File: config.mk
export PLATFORM = sky130hd
export DESIGN_NAME = writeback_unit
export DESIGN_NICKNAME = d
export VERILOG_FILES = /design/src/rtl/riscv_pkg.sv /design/src/rtl/writeback_unit_load_align.sv /design/src/rtl/writeback_unit.sv
export SDC_FILE = /design/constraint.sdc
export NUM_CORES = 1
export LEC_CHECK = 0
export BUFFER_PORTS_ARGS = -buffer_cell sky130_fd_sc_hd__buf_2
export CORE_MARGIN = 2
export CORE_UTILIZATION = 51
export DETAILED_ROUTE_END_ITERATION = 10
export HOLD_SLACK_MARGIN = 0.15
export PLACE_DENSITY = 0.89
export SYNTH_ARGS = -nofsm -noshare
export SYNTH_HDL_FRONTEND = slang
export SYNTH_SLANG_ARGS = --single-unit
File: constraint.sdc
create_clock -name clk_in -period 5.8 [get_ports clk_in]
set_clock_uncertainty 0.15 [all_clocks]
set_input_delay 0.58 -clock clk_in [delete_from_list [all_inputs] [get_ports clk_in]]
set_output_delay 0.58 -clock clk_in [all_outputs]
set_load 0.02 [all_outputs]
File: src/rtl/riscv_pkg.sv
// riscv_pkg: shared RV32 ISA constants (load funct3 encodings, writeback queue default depth)
package riscv_pkg;
  localparam int LDQ_DEPTH_DEF = 2;
  typedef enum logic [2:0] {
    F3_LB  = 3'b000,
    F3_LH  = 3'b001,
    F3_LW  = 3'b010,
    F3_LBU = 3'b100,
    F3_LHU = 3'b101
  } load_f3_e;
endpackage

File: src/rtl/writeback_unit_load_align.sv
// load_align: combinational load formatter selecting byte/half from an aligned word and extending it
// funct3_in: load type; offset_in: address bits [1:0]; word_in: raw aligned word; result_out: formatted value
module load_align
  import riscv_pkg::*;
#(
  parameter int XLEN = 32
) (
  input  logic [2:0]      funct3_in,
  input  logic [1:0]      offset_in,
  input  logic [XLEN-1:0] word_in,
  output logic [XLEN-1:0] result_out
);
  logic [7:0] b;
  logic [15:0] h;
  assign b = word_in[{offset_in, 3'b000} +: 8];
  // halfword loads ignore offset bit 0
  assign h = offset_in[1] ? word_in[31:16] : word_in[15:0];
  always_comb
    result_out = funct3_in == F3_LB  ? {{(XLEN-8){b[7]}}, b} :
                 funct3_in == F3_LH  ? {{(XLEN-16){h[15]}}, h} :
                 funct3_in == F3_LBU ? {{(XLEN-8){1'b0}}, b} :
                 funct3_in == F3_LHU ? {{(XLEN-16){1'b0}}, h} : word_in;
endmodule

File: src/rtl/writeback_unit.sv
// writeback_unit: merges ALU results and queued, formatted load responses onto one register-file write port
// clk_in/rst_in: clock and asynchronous active-low reset
// alu_*: ALU result handshake; ld_*: load response handshake, formatted before queueing
// wr_en_out/rd_addr_out/rd_out: registered register-file write; ldq_count_out: load queue occupancy
module writeback_unit
  import riscv_pkg::*;
#(
  parameter int LDQ_DEPTH = LDQ_DEPTH_DEF,
  parameter int XLEN      = 32
) (
  input  logic                         clk_in,
  input  logic                         rst_in,
  input  logic                         alu_valid_in,
  output logic                         alu_ready_out,
  input  logic [4:0]                   alu_rd_addr_in,
  input  logic [XLEN-1:0]              alu_result_in,
  input  logic                         ld_valid_in,
  output logic                         ld_ready_out,
  input  logic [4:0]                   ld_rd_addr_in,
  input  logic [2:0]                   ld_funct3_in,
  input  logic [1:0]                   ld_byte_off_in,
  input  logic [XLEN-1:0]              ld_data_in,
  output logic                         wr_en_out,
  output logic [4:0]                   rd_addr_out,
  output logic [XLEN-1:0]              rd_out,
  output logic [$clog2(LDQ_DEPTH):0]   ldq_count_out
);
  localparam int PW = $clog2(LDQ_DEPTH);
  localparam int CW = PW + 1;
  logic [CW-1:0] count;
  logic [PW-1:0] wptr, rptr;
  logic [4:0] q_rd [LDQ_DEPTH];
  logic [XLEN-1:0] q_data [LDQ_DEPTH];
  logic [XLEN-1:0] ld_fmt;
  logic full, alu_xfer, ld_xfer, pop, sel;
  logic [4:0] sel_rd;
  logic [XLEN-1:0] sel_data;
  load_align #(.XLEN(XLEN)) u_align (
    .funct3_in (ld_funct3_in),
    .offset_in (ld_byte_off_in),
    .word_in   (ld_data_in),
    .result_out(ld_fmt)
  );
  assign full          = count == CW'(LDQ_DEPTH);
  assign alu_ready_out = count < CW'(LDQ_DEPTH);
  assign ld_ready_out  = count < CW'(LDQ_DEPTH);
  assign ldq_count_out = count;
  assign alu_xfer      = alu_valid_in & alu_ready_out;
  assign ld_xfer       = ld_valid_in & ld_ready_out;
  // a full queue always drains first; otherwise the ALU wins and loads fill idle slots
  assign pop      = full | (~alu_xfer & (count != '0));
  assign sel      = pop | alu_xfer;
  assign sel_rd   = pop ? q_rd[rptr] : alu_rd_addr_in;
  assign sel_data = pop ? q_data[rptr] : alu_result_in;
  always_ff @(posedge clk_in)
    if (ld_xfer) begin
      q_rd[wptr]   <= ld_rd_addr_in;
      q_data[wptr] <= ld_fmt;
    end
  always_ff @(posedge clk_in or negedge rst_in)
    if (!rst_in) begin
      wr_en_out   <= 1'b0;
      rd_addr_out <= '0;
      rd_out      <= '0;
      wptr        <= '0;
      rptr        <= '0;
      count       <= '0;
    end else begin
      wr_en_out   <= sel & (sel_rd != 5'd0);
      rd_addr_out <= sel_rd;
      rd_out      <= sel_data;
      if (ld_xfer) wptr <= wptr + 1'b1;
      if (pop) rptr <= rptr + 1'b1;
      count <= count + CW'(ld_xfer) - CW'(pop);
    end
endmodule

Word-level counts from Yosys, hierarchy flattened
Memory sizes are Yosys's and may differ from the RTL's.
Cells that the tools add are included.
Word-level totals
  register bits: 42
  bits in writable memories: 74
  bits of input ports: 83
  output and inout port bits: 42
  logic and storage cells: 37
  memories kept: 2
Cells by class
  add/sub/neg operators: 4
  order comparisons: 1
  equality and inequality tests: 4
  shift operators: 1
  multiplexer cells: 9
  bitwise gates (word level): 7
  reductions and logical operators: 3
Memories
  q_data: depth 2, width 32, rd ports 1, clocked after memory_dff 0, wr ports 1, RTL line writeback_unit.sv:33  | logic [XLEN-1:0] q_data [LDQ_DEPTH];
  q_rd: depth 2, width 5, rd ports 1, clocked after memory_dff 0, wr ports 1, RTL line writeback_unit.sv:32  | logic [4:0] q_rd [LDQ_DEPTH];
Operators by type and width (count)
  $mux 32: 5
  $shiftx 32x6->8: 1
  $mux 16: 1
  $eq 3x3->1 const B: 2
  $mux 5: 1
  $reduce_bool 5->1: 1
  $and 1x1->1: 4
  $eq 3x1->1 const B: 1
  $logic_not 3->1: 1
  $add 1x1->1 const B: 2
  $add 2x1->2: 1
  $eq 2x2->1 const B: 1
  $lt 2x2->1 const B: 1
  $mux 1: 2
  $or 1x1->1: 2
  $reduce_bool 2->1: 1
  $sub 2x1->2: 1
  $not 1->1: 1

Longest topological paths before layout
Gate-level depths: netlist (run 1).
  depth in word-level cells: 8
  depth in mapped cells: 10
  gate-level depth less buffers: 8

Hierarchy
Synthesis (run 1) repeated with hierarchy kept, for this count alone.
Unflattened totals
  cells, all modules: 371
  area, all modules: 4898.4 µm²
By module, submodules not included
  writeback_unit: times used 1, cells each 264, area an instance 4232.8 µm², sequential area each 3273.1 µm²
  load_align: times used 1, cells each 107, area an instance 665.6 µm², sequential area each 0.0 µm²

Worst setup path before layout (run 1)
OpenSTA, ideal clock, no wires.
  kind: register to register
  from: register count[1], in the netlist ldq_count_out[1]
  to: memory q_data[0][0], enable pin
  library setup time: 0.431 ns
  data arrival time: 2.583 ns
  data required time: 5.219 ns
  path slack: 2.636 ns
  stages on the path, launching flop included: 5
  buffers on the path: 1
  clock period less this slack: 3.164 ns
  path through: dfrtp_1 -> clkbuf_1 -> inv_1 -> nand2_1 -> nor2_1
On the way
  longest elaborated chain between the ends: 4
RTL lines
  start, declared: RTL line writeback_unit.sv:30  | logic [CW-1:0] count;
  start signal, assigned: RTL line writeback_unit.sv:74  | count <= count + CW'(ld_xfer) - CW'(pop);
  $lt 2x2->1
  named net alu_ready_out: RTL line writeback_unit.sv:14  | output logic alu_ready_out,
  $and 1x1->1: RTL line writeback_unit.sv:49  | assign ld_xfer = ld_valid_in & ld_ready_out;
  $mux 1: RTL line writeback_unit.sv:56  | if (ld_xfer) begin
  $mux 1 (implied by the code): RTL line writeback_unit.sv:58  | q_data[wptr] <= ld_fmt;
  end, declared: RTL line writeback_unit.sv:33
The timed path passes the listed nets, and every way through them passes these cells.

Worst setup path after layout (run 1)
  from: register count[0], in the netlist ldq_count_out[0]
  to: register count[1], in the netlist ldq_count_out[1]
On the way
  longest elaborated chain between the ends: 6
  elaborated cells on any way between the ends: 10
  those cells by class: add/sub (2); order compare (1); eq/ne (1); bitwise (5); reduce/logical (1)
RTL lines (RTL line)
  branches (longest 5 deep; another with $lt 2x2->1)
  $sub 2x1->2 *: writeback_unit.sv:74
Every way passes the cells marked *.
A chain may end at the register's enable or synchronous reset.

==> impl_metrics.py, run 1 <==
metrics = {
    "clock_network": {
        "max-clock-path-buffers": 2,
        "cts_resized": 0,
        "insertion_delay_ns": 0.51,
        "root_buffer": "sky130_fd_sc_hd__clkbuf_8",
        "cts.htree.levels": 4,
        "clock_sinks": 116,
        "clk_pin_slew_ns": 0.06,
        "cts_inserted_buffers": 17,
        "tritoncts": "yes",
    },
    "cells_and_area": {
        "multiInputGateArea_sq_um": 1508,
        "final_cell_count_no_fill": 661,
        "area_growth_syn_to_layout_pct": 31.64,
        "post_route_cells_drive_above_1_share_pct": 33.08,
        "register_area_sq_um": 3274,
        "num-fill-cells": 633,
        "final_net_count": 604,
        "antennaDiodeCount": 0,
    },
    "synthesis": {
        "postSynthCellCount": 366,
        "synth_area_leader": "sky130_fd_sc_hd__edfxtp_1",
        "avgSynthCellArea_sq_um": 13.42,
        "yosys_register_bits": 116,
        "synth.top_cell.area_share_pct": 45.24,
        "yosysWarnings": 0,
        "post_synth_main_area_contributors": "sky130_fd_sc_hd__edfxtp_1 (45%), sky130_fd_sc_hd__dfrtp_1 (21%), sky130_fd_sc_hd__mux2i_1 (9.2%)",
        "ys_types": 32,
        "synthesis.area_sq_um": 4912,
        "synth.net_count": 451,
        "synth.yosys.seq_area_share_pct": 66.63,
    },
    "run_status": {
        "run_status": "finished, final reports clean",
    },
    "drt": {
        "route.antenna.remaining_nets": 0,
        "drt_wl_total_um": 11520,
        "drt-vias-per-instance": 5.452,
        "route.vias.total": 3604,
        "drt_pre_antenna_iters": 5,
        "drtIter0Drc": 232,
        "avgRoutedWirePerCell_um": 17.43,
        "drc": 0,
    },
    "global_route": {
        "grt_max_degree": 67,
        "first_pass_grt_wire_length_um": 17290,
        "first_global_vias": 3575,
        "number_of_antenna_violations_at_the_first_check_in_global_routing": 0,
        "grt_remaining_overflow": 0,
        "globalRouteTotalUtil_pct": 22.67,
    },
    "floorplanning": {
        "fp.dieH_um": 102.1,
        "io_pins": 125,
        "starting_density_of_the_core_pct": 52.91,
        "die_width_um": 102.1,
        "core.rowCount": 35,
        "floorplan.core_area_sq_um": 9284,
        "die_area_sq_um": 10430,
    },
    "sta": {
        "min_period_ns": 2.437,
        "hold_violation_total_from_the_final_report": 0,
        "postLayoutSetupSlackWorst_ns": 3.363,
        "timing.final.setup_violations": 0,
        "tightestPinTransition_ns": 1.058,
        "setup_tns_ns": 0,
        "final_min_period_over_clock_period_pct": 42.02,
        "maxSlewViolCount": 0,
        "rsz0062_at_grt": "false",
        "timing.fmax_ghz": 0.4103,
        "slew_headroom_pct": 29.30,
    },
    "critical_path": {
        "worstSetupEndpointType": "flop",
        "cp_data_required_time_ns": 6.03,
        "cp_data_arrival_time_ns": 2.66,
        "critPathMaxFanout": 66,
        "worstSetupPathType": "reg2reg",
        "crit_path_start_kind": "flop",
    },
    "placed_design": {
        "dp_hpwl_um": 7393,
        "dpl_worst_slack_ns": 3.153,
        "place.detailed.instances": 599,
        "gpl.final_weighted_congestion": 0.9249,
        "port_buffers": 124,
    },
    "min_path": {
        "type_of_the_tightest_min_delay_check": "in2reg",
    },
    "power_and_ir_drop": {
        "power_density_nw_per_um2": 493.7,
        "leakage_nw": 2.781,
        "worst_ir_drop_on_vdd_uv": 223.8,
    },
    "flow_run": {
        "cap_viol_max_count": 0,
    },
}
## what timing repair did
action | 4_1_cts | 5_1_grt
endpoints found under the hold margin | 76 | 0
setup buffers | 0 | 0
hold buffers | 30 | 0
## cells by family after synthesis
logic type | share of synthesized area (%)
AOI/OAI and AO/OA | 11.03
xor gates and xnor gates | 0.7131
adders and majority gates | 0.5093
buffers and inverters | 3.005
DFF | 66.63
muxes | 9.985
and+or+nand+nor | 8.125
## registers in the layout (all words and copies together), names as in the netlist
signal and cells:
rptr 1, wr_en_out 1, ldq_count_out 2, wptr 1, rd_addr_out 5, q_data 64, q_rd 10, rd_out 32
## cells in the mapped netlist (all sizes together)
cell	count
a211o	1
a221o	7
a221oi	7
a22o	7
a22oi	2
a31oi	1
and2	4
and3	2
buf	17
clkbuf	6
dfrtp	42
edfxtp	74
ha	2
inv	6
mux2	2
mux2i	46
nand2	68
nor2	12
nor2b	2
nor4	1
o21ai	41
o22ai	7
o311ai	1
or3	4
xnor2	4
## final cells by class
cell class              instances  area share [%]
multi-input cells             221           23.32
well taps                     129           2.496
inverters                       6          0.3483
repair buffers                157           14.59
flip-flops and latches        116           50.64
clock inverters                13           2.090
clock buffers                  19           6.521
## final timing paths
kind / start / endpoint / slack [ns] / cells past startpoint
max in group asynchronous: rst_in / rptr / 4.29 / 2
worst max-delay path: ldq_count_out[0] / ldq_count_out[1] / 3.36 / 9
worst min-delay path: alu_result_in[7] / rd_out[7] / 0.16 / 3
min in group asynchronous: rst_in / rd_out[30] / 0.59 / 2
worst min register to register: q_data[0][10] / rd_out[10] / 0.39 / 2
worst max register to register: ldq_count_out[0] / ldq_count_out[1] / 3.36 / 9
## per-layer routing
layer  share of wire [%]  up-vias  wire length (um)  track usage (%)
met1                  40     1739              4582            26.87
met2                  50      192              5799            38.41
met4                 2.3        0               261            10.05
met5                   0        -                 0                0
li1                    -     1649                 -                -
met3                 7.6       24               879            6.772
## critical path, cell delays in order (launching register included)
cell and delay (ns):
sky130_fd_sc_hd__dfrtp_1 0.40, sky130_fd_sc_hd__nor2b_1 0.23, sky130_fd_sc_hd__nor2_4 0.10, sky130_fd_sc_hd__buf_4 0.47, sky130_fd_sc_hd__inv_1 0.16, sky130_fd_sc_hd__ha_1 0.31
sky130_fd_sc_hd__inv_1 0.04, sky130_fd_sc_hd__ha_1 0.18, sky130_fd_sc_hd__xnor2_1 0.13, sky130_fd_sc_hd__xnor2_1 0.13
## cells in the final DEF, fill, tap and decap left out, types with 3 or more instances in the layout
cell | netlist | final
sky130_fd_sc_hd__edfxtp_1 | 74 | 74
sky130_fd_sc_hd__o21ai_0 | 40 | 40
sky130_fd_sc_hd__clkinvlp_4 | 0 | 5
sky130_fd_sc_hd__o22ai_1 | 7 | 7
sky130_fd_sc_hd__dfrtp_1 | 42 | 41
sky130_fd_sc_hd__inv_1 | 4 | 4
sky130_fd_sc_hd__buf_4 | 2 | 3
sky130_fd_sc_hd__dlygate4sd3_1 | 0 | 30
sky130_fd_sc_hd__and2_1 | 4 | 4
sky130_fd_sc_hd__nor2_1 | 11 | 9
sky130_fd_sc_hd__nand2_1 | 68 | 68
sky130_fd_sc_hd__clkbuf_16 | 0 | 16
sky130_fd_sc_hd__or3_1 | 4 | 4
sky130_fd_sc_hd__a221o_1 | 7 | 7
sky130_fd_sc_hd__a22o_1 | 7 | 7
sky130_fd_sc_hd__a221oi_2 | 7 | 7
sky130_fd_sc_hd__buf_2 | 13 | 124
sky130_fd_sc_hd__mux2i_1 | 45 | 45
sky130_fd_sc_hd__xnor2_1 | 4 | 4
sky130_fd_sc_hd__clkinv_2 | 0 | 4
## power breakdown
part	switching [mW]	leakage, nW	internal (mW)
Combinational	0.619	1.34	0.350
Sequential	0.100	1.18	1.16
Clock	0.360	0.260	0.608
Total	1.08	2.78	2.11
## per-stage QoR
| step | cell area (sq um) | utilization [%] | hold slack [ns] | total power [mW] |
|---|---|---|---|---|
| finish | 6466 | 69.65 | 0.1620 | 3.192 |
| global route | 6466 | 69.65 | 0.1594 | 3.339 |
| CTS | 6466 | 69.65 | 0.1548 | 3.190 |
| detailed placement | 5609 | 60.42 | 0.3803 | 2.205 |
| global placement | 5609 | 60.42 | 0.3529 | 2.169 |
| floorplan | 4912 | - | 0.1344 | 1.907 |
Power figures use the tool's default switching activity.
==> run 2, diff against run 1 <==
- ABC_AREA: unset -> 1
- CORE_UTILIZATION: 51 -> 49
- clock period: 5.8 -> 2 ns (I/O delays scaled with it)
==> run 2 against run 1 <==
  * Sequential cell count did not move
  * Design area up 16%
  * Clock power rose to 2.7 times the previous value
  * Worst setup slack got worse by 3.3 ns
  * Highest routed layer unchanged
  * Critical path type is now in2reg
  * Critical endpoint is now rd_out[13]
  * First-iteration DRC count grew to 2.6 times the previous value
  * Die area increased by 12%
==> impl_metrics.py, run 2 <==
metrics = {
    "placed_design": {
        "port_buffers": 124,
        "dp_hpwl_um": 9161,
        "gpl.final_weighted_congestion": 0.9081,
    },
    "global_route": {
        "number_of_antenna_violations_at_the_first_check_in_global_routing": 1,
        "globalRouteMet2Util_pct": 44.07,
        "first_global_vias": 4752,
        "globalRoute.busiestLayer": "met2",
        "globalRouteTotalUtil_pct": 26.17,
        "groute.layer.met1.usage_pct": 30.99,
        "grt_max_degree": 42,
        "first_pass_grt_wire_length_um": 22970,
        "grt_remaining_overflow": 0,
        "global_route_track_usage_on_met3_pct": 8.499,
    },
    "critical_path": {
        "worstSetupEndpointType": "flop",
        "timing.reg2reg.setup_slack_ns": 0.14,
        "cp_data_required_time_ns": 2.28,
        "cp_data_arrival_time_ns": 2.19,
        "ff2ff_path_depth": 6,
        "rr_endpoint": "rd_out[13]",
        "critPathMaxFanout": 41,
        "crit_path_start_kind": "input pin",
        "worstSetupPathType": "in2reg",
        "rr_startpoint": "ldq_count_out[1]",
    },
    "drt": {
        "drt_pre_antenna_iters": 6,
        "route.antenna.remaining_nets": 0,
        "avgRoutedWirePerCell_um": 16.17,
        "drtIter0Drc": 594,
        "route.vias.total": 4803,
        "drc": 0,
        "drt-vias-per-instance": 5.337,
        "drt_wl_total_um": 14550,
    },
    "synthesis": {
        "synth.net_count": 621,
        "yosysWarnings": 0,
        "synthesis.area_sq_um": 5303,
        "ys_types": 31,
        "number_of_enable_flip_flop_cells_after_synthesis": 74,
        "postSynthCellCount": 536,
        "synth.cells.most_frequent": "sky130_fd_sc_hd__nand2_1 (135), sky130_fd_sc_hd__edfxtp_1 (74), sky130_fd_sc_hd__nor2_1 (69)",
        "most_used_flip_flop_cell_after_synthesis": "sky130_fd_sc_hd__edfxtp_1",
        "yosysMostFrequentCell": "sky130_fd_sc_hd__nand2_1",
        "synthArstFlopShare_pct": 36.21,
        "yosys_register_bits": 116,
        "avgSynthCellArea_sq_um": 9.893,
        "synth.yosys.seq_area_share_pct": 61.73,
        "synth_area_leader": "sky130_fd_sc_hd__edfxtp_1",
        "post_synth_main_area_contributors": "sky130_fd_sc_hd__edfxtp_1 (42%), sky130_fd_sc_hd__dfrtp_1 (20%), sky130_fd_sc_hd__nand2_1 (9.6%)",
        "synth.top_cell.area_share_pct": 41.91,
    },
    "floorplanning": {
        "floorplan.core_area_sq_um": 10420,
        "die_area_sq_um": 11670,
        "core.rowCount": 37,
        "starting_density_of_the_core_pct": 50.91,
        "io_pins": 125,
        "fp.dieH_um": 108.0,
        "die_width_um": 108.0,
    },
    "clock_network": {
        "cts_inserted_buffers": 17,
        "clk_pin_slew_ns": 0.06,
        "cts.htree.levels": 4,
        "insertion_delay_ns": 0.53,
        "root_buffer": "sky130_fd_sc_hd__clkbuf_8",
        "max-clock-path-buffers": 2,
        "clock_sinks": 116,
        "tritoncts": "yes",
    },
    "sta": {
        "setup_tns_ns": 0,
        "timing.fmax_ghz": 0.5236,
        "maxSlewViolCount": 0,
        "hold_violation_total_from_the_final_report": 0,
        "timing.final.setup_violations": 0,
        "tightestPinTransition_ns": 0.7083,
        "slew_headroom_pct": 52.78,
        "min_period_ns": 1.910,
        "final_min_period_over_clock_period_pct": 95.49,
        "rsz0062_at_grt": "false",
    },
    "cells_and_area": {
        "num-fill-cells": 683,
        "layout_commonest_cell": "sky130_fd_sc_hd__nand2_1",
        "final_net_count": 835,
        "post_route_cells_drive_above_1_share_pct": 25.43,
        "largest_reg_flops": 64,
        "largest_registers": "q_data: 64 flops, rd_out: 32 flops, q_rd: 10 flops",
        "area_growth_syn_to_layout_pct": 41.01,
        "final_cell_mix": "sky130_fd_sc_hd__nand2_1 (134), sky130_fd_sc_hd__buf_2 (124), sky130_fd_sc_hd__dlygate4sd3_1 (81)",
        "top_register": "q_data",
    },
    "flow_run": {
        "cap_viol_max_count": 0,
    },
    "power_and_ir_drop": {
        "totalPowerFinal_mw": 9.513,
        "worst_ir_drop_on_vdd_uv": 901.9,
        "leakage_nw": 3.352,
        "power_density_nw_per_um2": 1272,
    },
    "run_status": {
        "run_status": "finished, final reports clean",
    },
    "min_path": {
        "min_to": "q_data[1][14]",
        "worst_hold_startpoint": "ld_funct3_in[0]",
        "holdPathStages": 4,
        "type_of_the_tightest_min_delay_check": "in2reg",
    },
}
==> run 2: timing repair <==
item / 4_1_cts / 5_1_grt
endpoints found under the hold margin: 157 / 0
endpoints found under the setup margin: 0 / 2
buffers inserted: 0 / 0
resized for setup: 0 / 1
hold buffers: 81 / 0
==> run 2: cells by family (layout without fill, tap and decap cells) <==
logic type	Yosys count	in the layout	share of synthesized area, %
other	0	1	0
buffers and inverters	76	303	6.371
AO/OA/AOI/OAI	102	102	12.65
flip-flops	116	116	61.73
adder cells (fa/ha/maj)	2	2	0.4718
AND/OR/NAND/NOR	236	236	18.12
XOR/XNOR	4	4	0.6608
==> run 2: routing by layer <==
| layer | part of all wire (%) | up-vias |
|---|---|---|
| li1 | - | 2252 |
| met1 | 39 | 2243 |
| met2 | 49 | 262 |
| met3 | 8.6 | 46 |
| met4 | 3.0 | 0 |
| met5 | 0 | - |
==> run 2: worst max-delay path by stage <==
stage	cells after the start	end	slack, ns	start
after floorplan	9	ldq_count_out[1]	0.02	ldq_count_out[1]
after global placement	6	rd_out[18]	0.27	ldq_count_out[1]
after detailed placement	8	rd_out[13]	0.21	alu_valid_in
after CTS	9	q_data[1][15]	0.15	ld_data_in[31]
after global routing	9	q_data[1][15]	0.002	ld_data_in[31]
final	9	rd_out[13]	0.09	alu_valid_in
==> run 2: final cells by class <==
class	count	area, sq um	area share, %
tap	136	170.2	2.276
clock buffer	26	467.9	6.258
multi-input combinational	344	1714	22.92
sequential	116	3276	43.81
antenna	1	2.502	0.03347
inverter	49	196.4	2.627
clock inverter	6	53.80	0.7195
timing repair buffer	222	1597	21.35
==> run 2: where the power goes <==
group / internal (mW) / leakage, nW / switching (mW)
combinational: 1.09 / 1.93 / 2.18
clock: 1.70 / 0.258 / 0.962
sequential: 3.36 / 1.16 / 0.223
==> run 2: per-stage QoR <==
stage	setup slack [ns]	util (%)	cell area [sq um]	hold slack, ns	instances
2_1_floorplan	0.02094	-	5335	-0.2456	536
3_3_place_gp	0.2700	58.97	6142	0.1205	786
3_5_place_dp	0.2116	58.97	6142	0.1362	786
4_1_cts	0.1512	71.76	7475	0.1771	899
5_1_grt	0.002223	71.78	7477	0.2372	900
6_report	0.09024	71.78	7477	0.2095	900
==> run 2: worst max-delay path: stages <==
cell and delay, ns:
sky130_fd_sc_hd__dlygate4sd3_1 0.55, sky130_fd_sc_hd__buf_2 0.14, sky130_fd_sc_hd__inv_1 0.10, sky130_fd_sc_hd__nand2_2 0.10
sky130_fd_sc_hd__nand2_4 0.07, sky130_fd_sc_hd__buf_4 0.30, sky130_fd_sc_hd__buf_4 0.42, sky130_fd_sc_hd__nor2_1 0.10
sky130_fd_sc_hd__a31oi_1 0.20
==> run 3, diff against run 2 <==
--- a/constraint.sdc
+++ b/constraint.sdc
@@ -3,3 +3,3 @@
 set_input_delay 0.2 -clock clk_in [delete_from_list [all_inputs] [get_ports clk_in]]
 set_output_delay 0.2 -clock clk_in [all_outputs]
-set_load 0.02 [all_outputs]
+set_load 0.1 [all_outputs]
==> run 3 against run 2 <==
  * Sequential power about the same
  * Combinational power up 87%
  * Fmax up 0.87%
  * Count of clock-buffer cells in the layout down 6
  * Largest power group is now combinational logic
==> impl_metrics.py, run 3 (synthesized netlist as in run 2, its figures left out) <==
metrics = {
    "run_status": {
        "run_status": "finished, final reports clean",
    },
    "placed_design": {
        "postPlaceCellArea_sq_um": 6206,
        "dp_hpwl_um": 9150,
        "port_buffers": 124,
        "gpl.final_weighted_congestion": 0.8755,
    },
    "clock_network": {
        "tritoncts": "yes",
        "max-clock-path-buffers": 2,
        "cts_inserted_buffers": 17,
        "root_buffer": "sky130_fd_sc_hd__clkbuf_8",
        "clk_pin_slew_ns": 0.05,
        "clock_sinks": 116,
        "insertion_delay_ns": 0.52,
        "cts-hold-fix-buffers": 81,
        "cts.htree.levels": 4,
        "cts_resized": 0,
        "cts_post_setup_buffers_inserted": 0,
    },
    "drt": {
        "wl_met2_um": 7675,
        "highest_layer": "met4",
        "drt_pre_antenna_iters": 5,
        "drc": 0,
        "met1_length_um": 5813,
        "drtIter0Drc": 521,
        "route.vias.total": 4818,
        "route.antenna.remaining_nets": 0,
        "met3_wirelength_um": 1091,
        "drt_wl_total_um": 15070,
        "drt-vias-per-instance": 5.353,
        "avgRoutedWirePerCell_um": 16.74,
    },
    "critical_path": {
        "critPathMaxFanout": 3,
        "cp_cell_sequence": "dlygate4sd3_1, buf_2, inv_1, nand2_1, o21ai_0, nor3_1, a21oi_1, dlygate4sd3_1, nand3_2",
        "crit_path_start_kind": "input pin",
        "slowest_delay_ns": 0.58,
        "path_delay_family": "buffers and inverters",
        "timing.critical_path.mode_cell": "sky130_fd_sc_hd__dlygate4sd3_1",
        "crit_path_top_delay_cell": "sky130_fd_sc_hd__dlygate4sd3_1",
        "worstSetupPathType": "in2reg",
        "cp_data_arrival_time_ns": 2.01,
        "critPathBufInv": 4,
        "cp_data_required_time_ns": 2.12,
        "worstSetupEndpointType": "flop",
    },
    "sta": {
        "timing.fmax_ghz": 0.5282,
        "rsz0062_at_grt": "false",
        "min_period_ns": 1.893,
        "tightestPinTransition_ns": 0.7599,
        "slew_headroom_pct": 49.17,
        "hold_violation_total_from_the_final_report": 0,
        "final_min_period_over_clock_period_pct": 94.66,
        "maxSlewViolCount": 0,
        "timing.final.setup_violations": 0,
    },
    "floorplanning": {
        "fp.dieH_um": 108.0,
        "floorplan.core_area_sq_um": 10420,
        "io_pins": 125,
        "core.rowCount": 37,
        "die_width_um": 108.0,
        "die_area_sq_um": 11670,
        "starting_density_of_the_core_pct": 50.91,
    },
    "power_and_ir_drop": {
        "leakage_nw": 3.385,
        "power.sequential.fraction_pct": 28.2,
        "totalPowerFinal_mw": 12.76,
        "pwr-share-comb_pct": 48.0,
        "internal-power_mw": 6.537,
        "swShare_pct": 48.78,
        "p_switching_mw": 6.226,
        "power_density_nw_per_um2": 1679,
        "clk_pwr_share_pct": 23.8,
        "worst_ir_drop_on_vdd_uv": 1457,
    },
    "cells_and_area": {
        "num-fill-cells": 651,
        "antennaDiodeCount": 0,
        "final_cell_mix": "sky130_fd_sc_hd__nand2_1 (133), sky130_fd_sc_hd__buf_2 (124), sky130_fd_sc_hd__dlygate4sd3_1 (81)",
        "top_register": "q_data",
        "final_net_count": 836,
        "largest_registers": "q_data: 64 flops, rd_out: 32 flops, q_rd: 10 flops",
        "final_design_area_no_fill_sq_um": 7604,
        "largest_reg_flops": 64,
        "layout_commonest_cell": "sky130_fd_sc_hd__nand2_1",
        "post_route_cells_drive_above_1_share_pct": 26.31,
        "area_growth_syn_to_layout_pct": 43.39,
    },
    "global_route": {
        "grt_max_degree": 40,
        "globalRouteTotalUtil_pct": 27.37,
        "first_global_vias": 4841,
        "number_of_antenna_violations_at_the_first_check_in_global_routing": 0,
        "grt_remaining_overflow": 0,
        "first_pass_grt_wire_length_um": 23990,
    },
    "min_path": {
        "type_of_the_tightest_min_delay_check": "in2reg",
    },
    "flow_run": {
        "cap_viol_max_count": 0,
    },
}
-- run 3: metrics by stage --
step | setup slack, ns | TNS, ns | std cells | util (%) | hold slack, ns
6_report | 0.1068 | 0 | 900 | 73.00 | 0.2154
5_1_grt | 0.05209 | 0 | 900 | 73.00 | 0.2244
4_1_cts | 0.09948 | 0 | 900 | 73.00 | 0.1837
3_5_place_dp | 0.2134 | 0 | 787 | 59.58 | 0.006361
3_3_place_gp | 0.2676 | 0 | 787 | 59.58 | 0.006058
2_1_floorplan | -0.1480 | -9.396 | 536 | - | -0.2456
-- run 3: power groups by stage --
stage          Clock [mW]  Combinational [mW]  Sequential, mW
6_report             3.04                6.12            3.60
4_1_cts              3.03                6.09            3.60
3_5_place_dp            0                5.90            3.63
3_3_place_gp            0                5.80            3.61
2_1_floorplan           0                1.80            6.67
5_1_grt              3.16                6.43            3.66
-- run 3: per-layer routing --
layer / vias to the layer above / track usage (%)
met1: 2263 / 32.73
met5: - / 0
met2: 258 / 48.07
met4: 0 / 12.91
met3: 44 / 4.702
li1: 2253 / -
-- run 3: area by class of cell --
cell class / instances / area, sq um / share of cell area [%]
inverters: 49 / 203.9 / 2.682
repair buffers: 223 / 1604 / 21.10
clock buffers: 20 / 425.4 / 5.595
clock inverters: 12 / 161.4 / 2.123
flip-flops and latches: 116 / 3281 / 43.15
well taps: 136 / 170.2 / 2.238
multi-input cells: 344 / 1758 / 23.12
-- run 3: worst register-to-register path, cell delays in order, from the launching register on --
cell and delay (ns):
sky130_fd_sc_hd__dfrtp_4 0.50, sky130_fd_sc_hd__nand2_2 0.15, sky130_fd_sc_hd__nand2_8 0.11, sky130_fd_sc_hd__ha_4 0.27, sky130_fd_sc_hd__inv_2 0.04, sky130_fd_sc_hd__ha_4 0.15
sky130_fd_sc_hd__xnor2_2 0.16, sky130_fd_sc_hd__xor2_1 0.19
-- run 3: final timing paths --
path	slack, ns	to	startpoint	depth (start not counted)
setup / recovery	0.11	q_data[0][15]	ld_data_in[31]	9
hold / removal	0.22	q_data[1][1]	ld_byte_off_in[0]	5
setup reg to reg	0.18	ldq_count_out[1]	ldq_count_out[0]	7
hold reg to reg	0.38	rd_out[2]	q_data[0][2]	2
max in group asynchronous	0.45	ldq_count_out[0]	rst_in	3
min in group asynchronous	0.68	rd_out[15]	rst_in	4
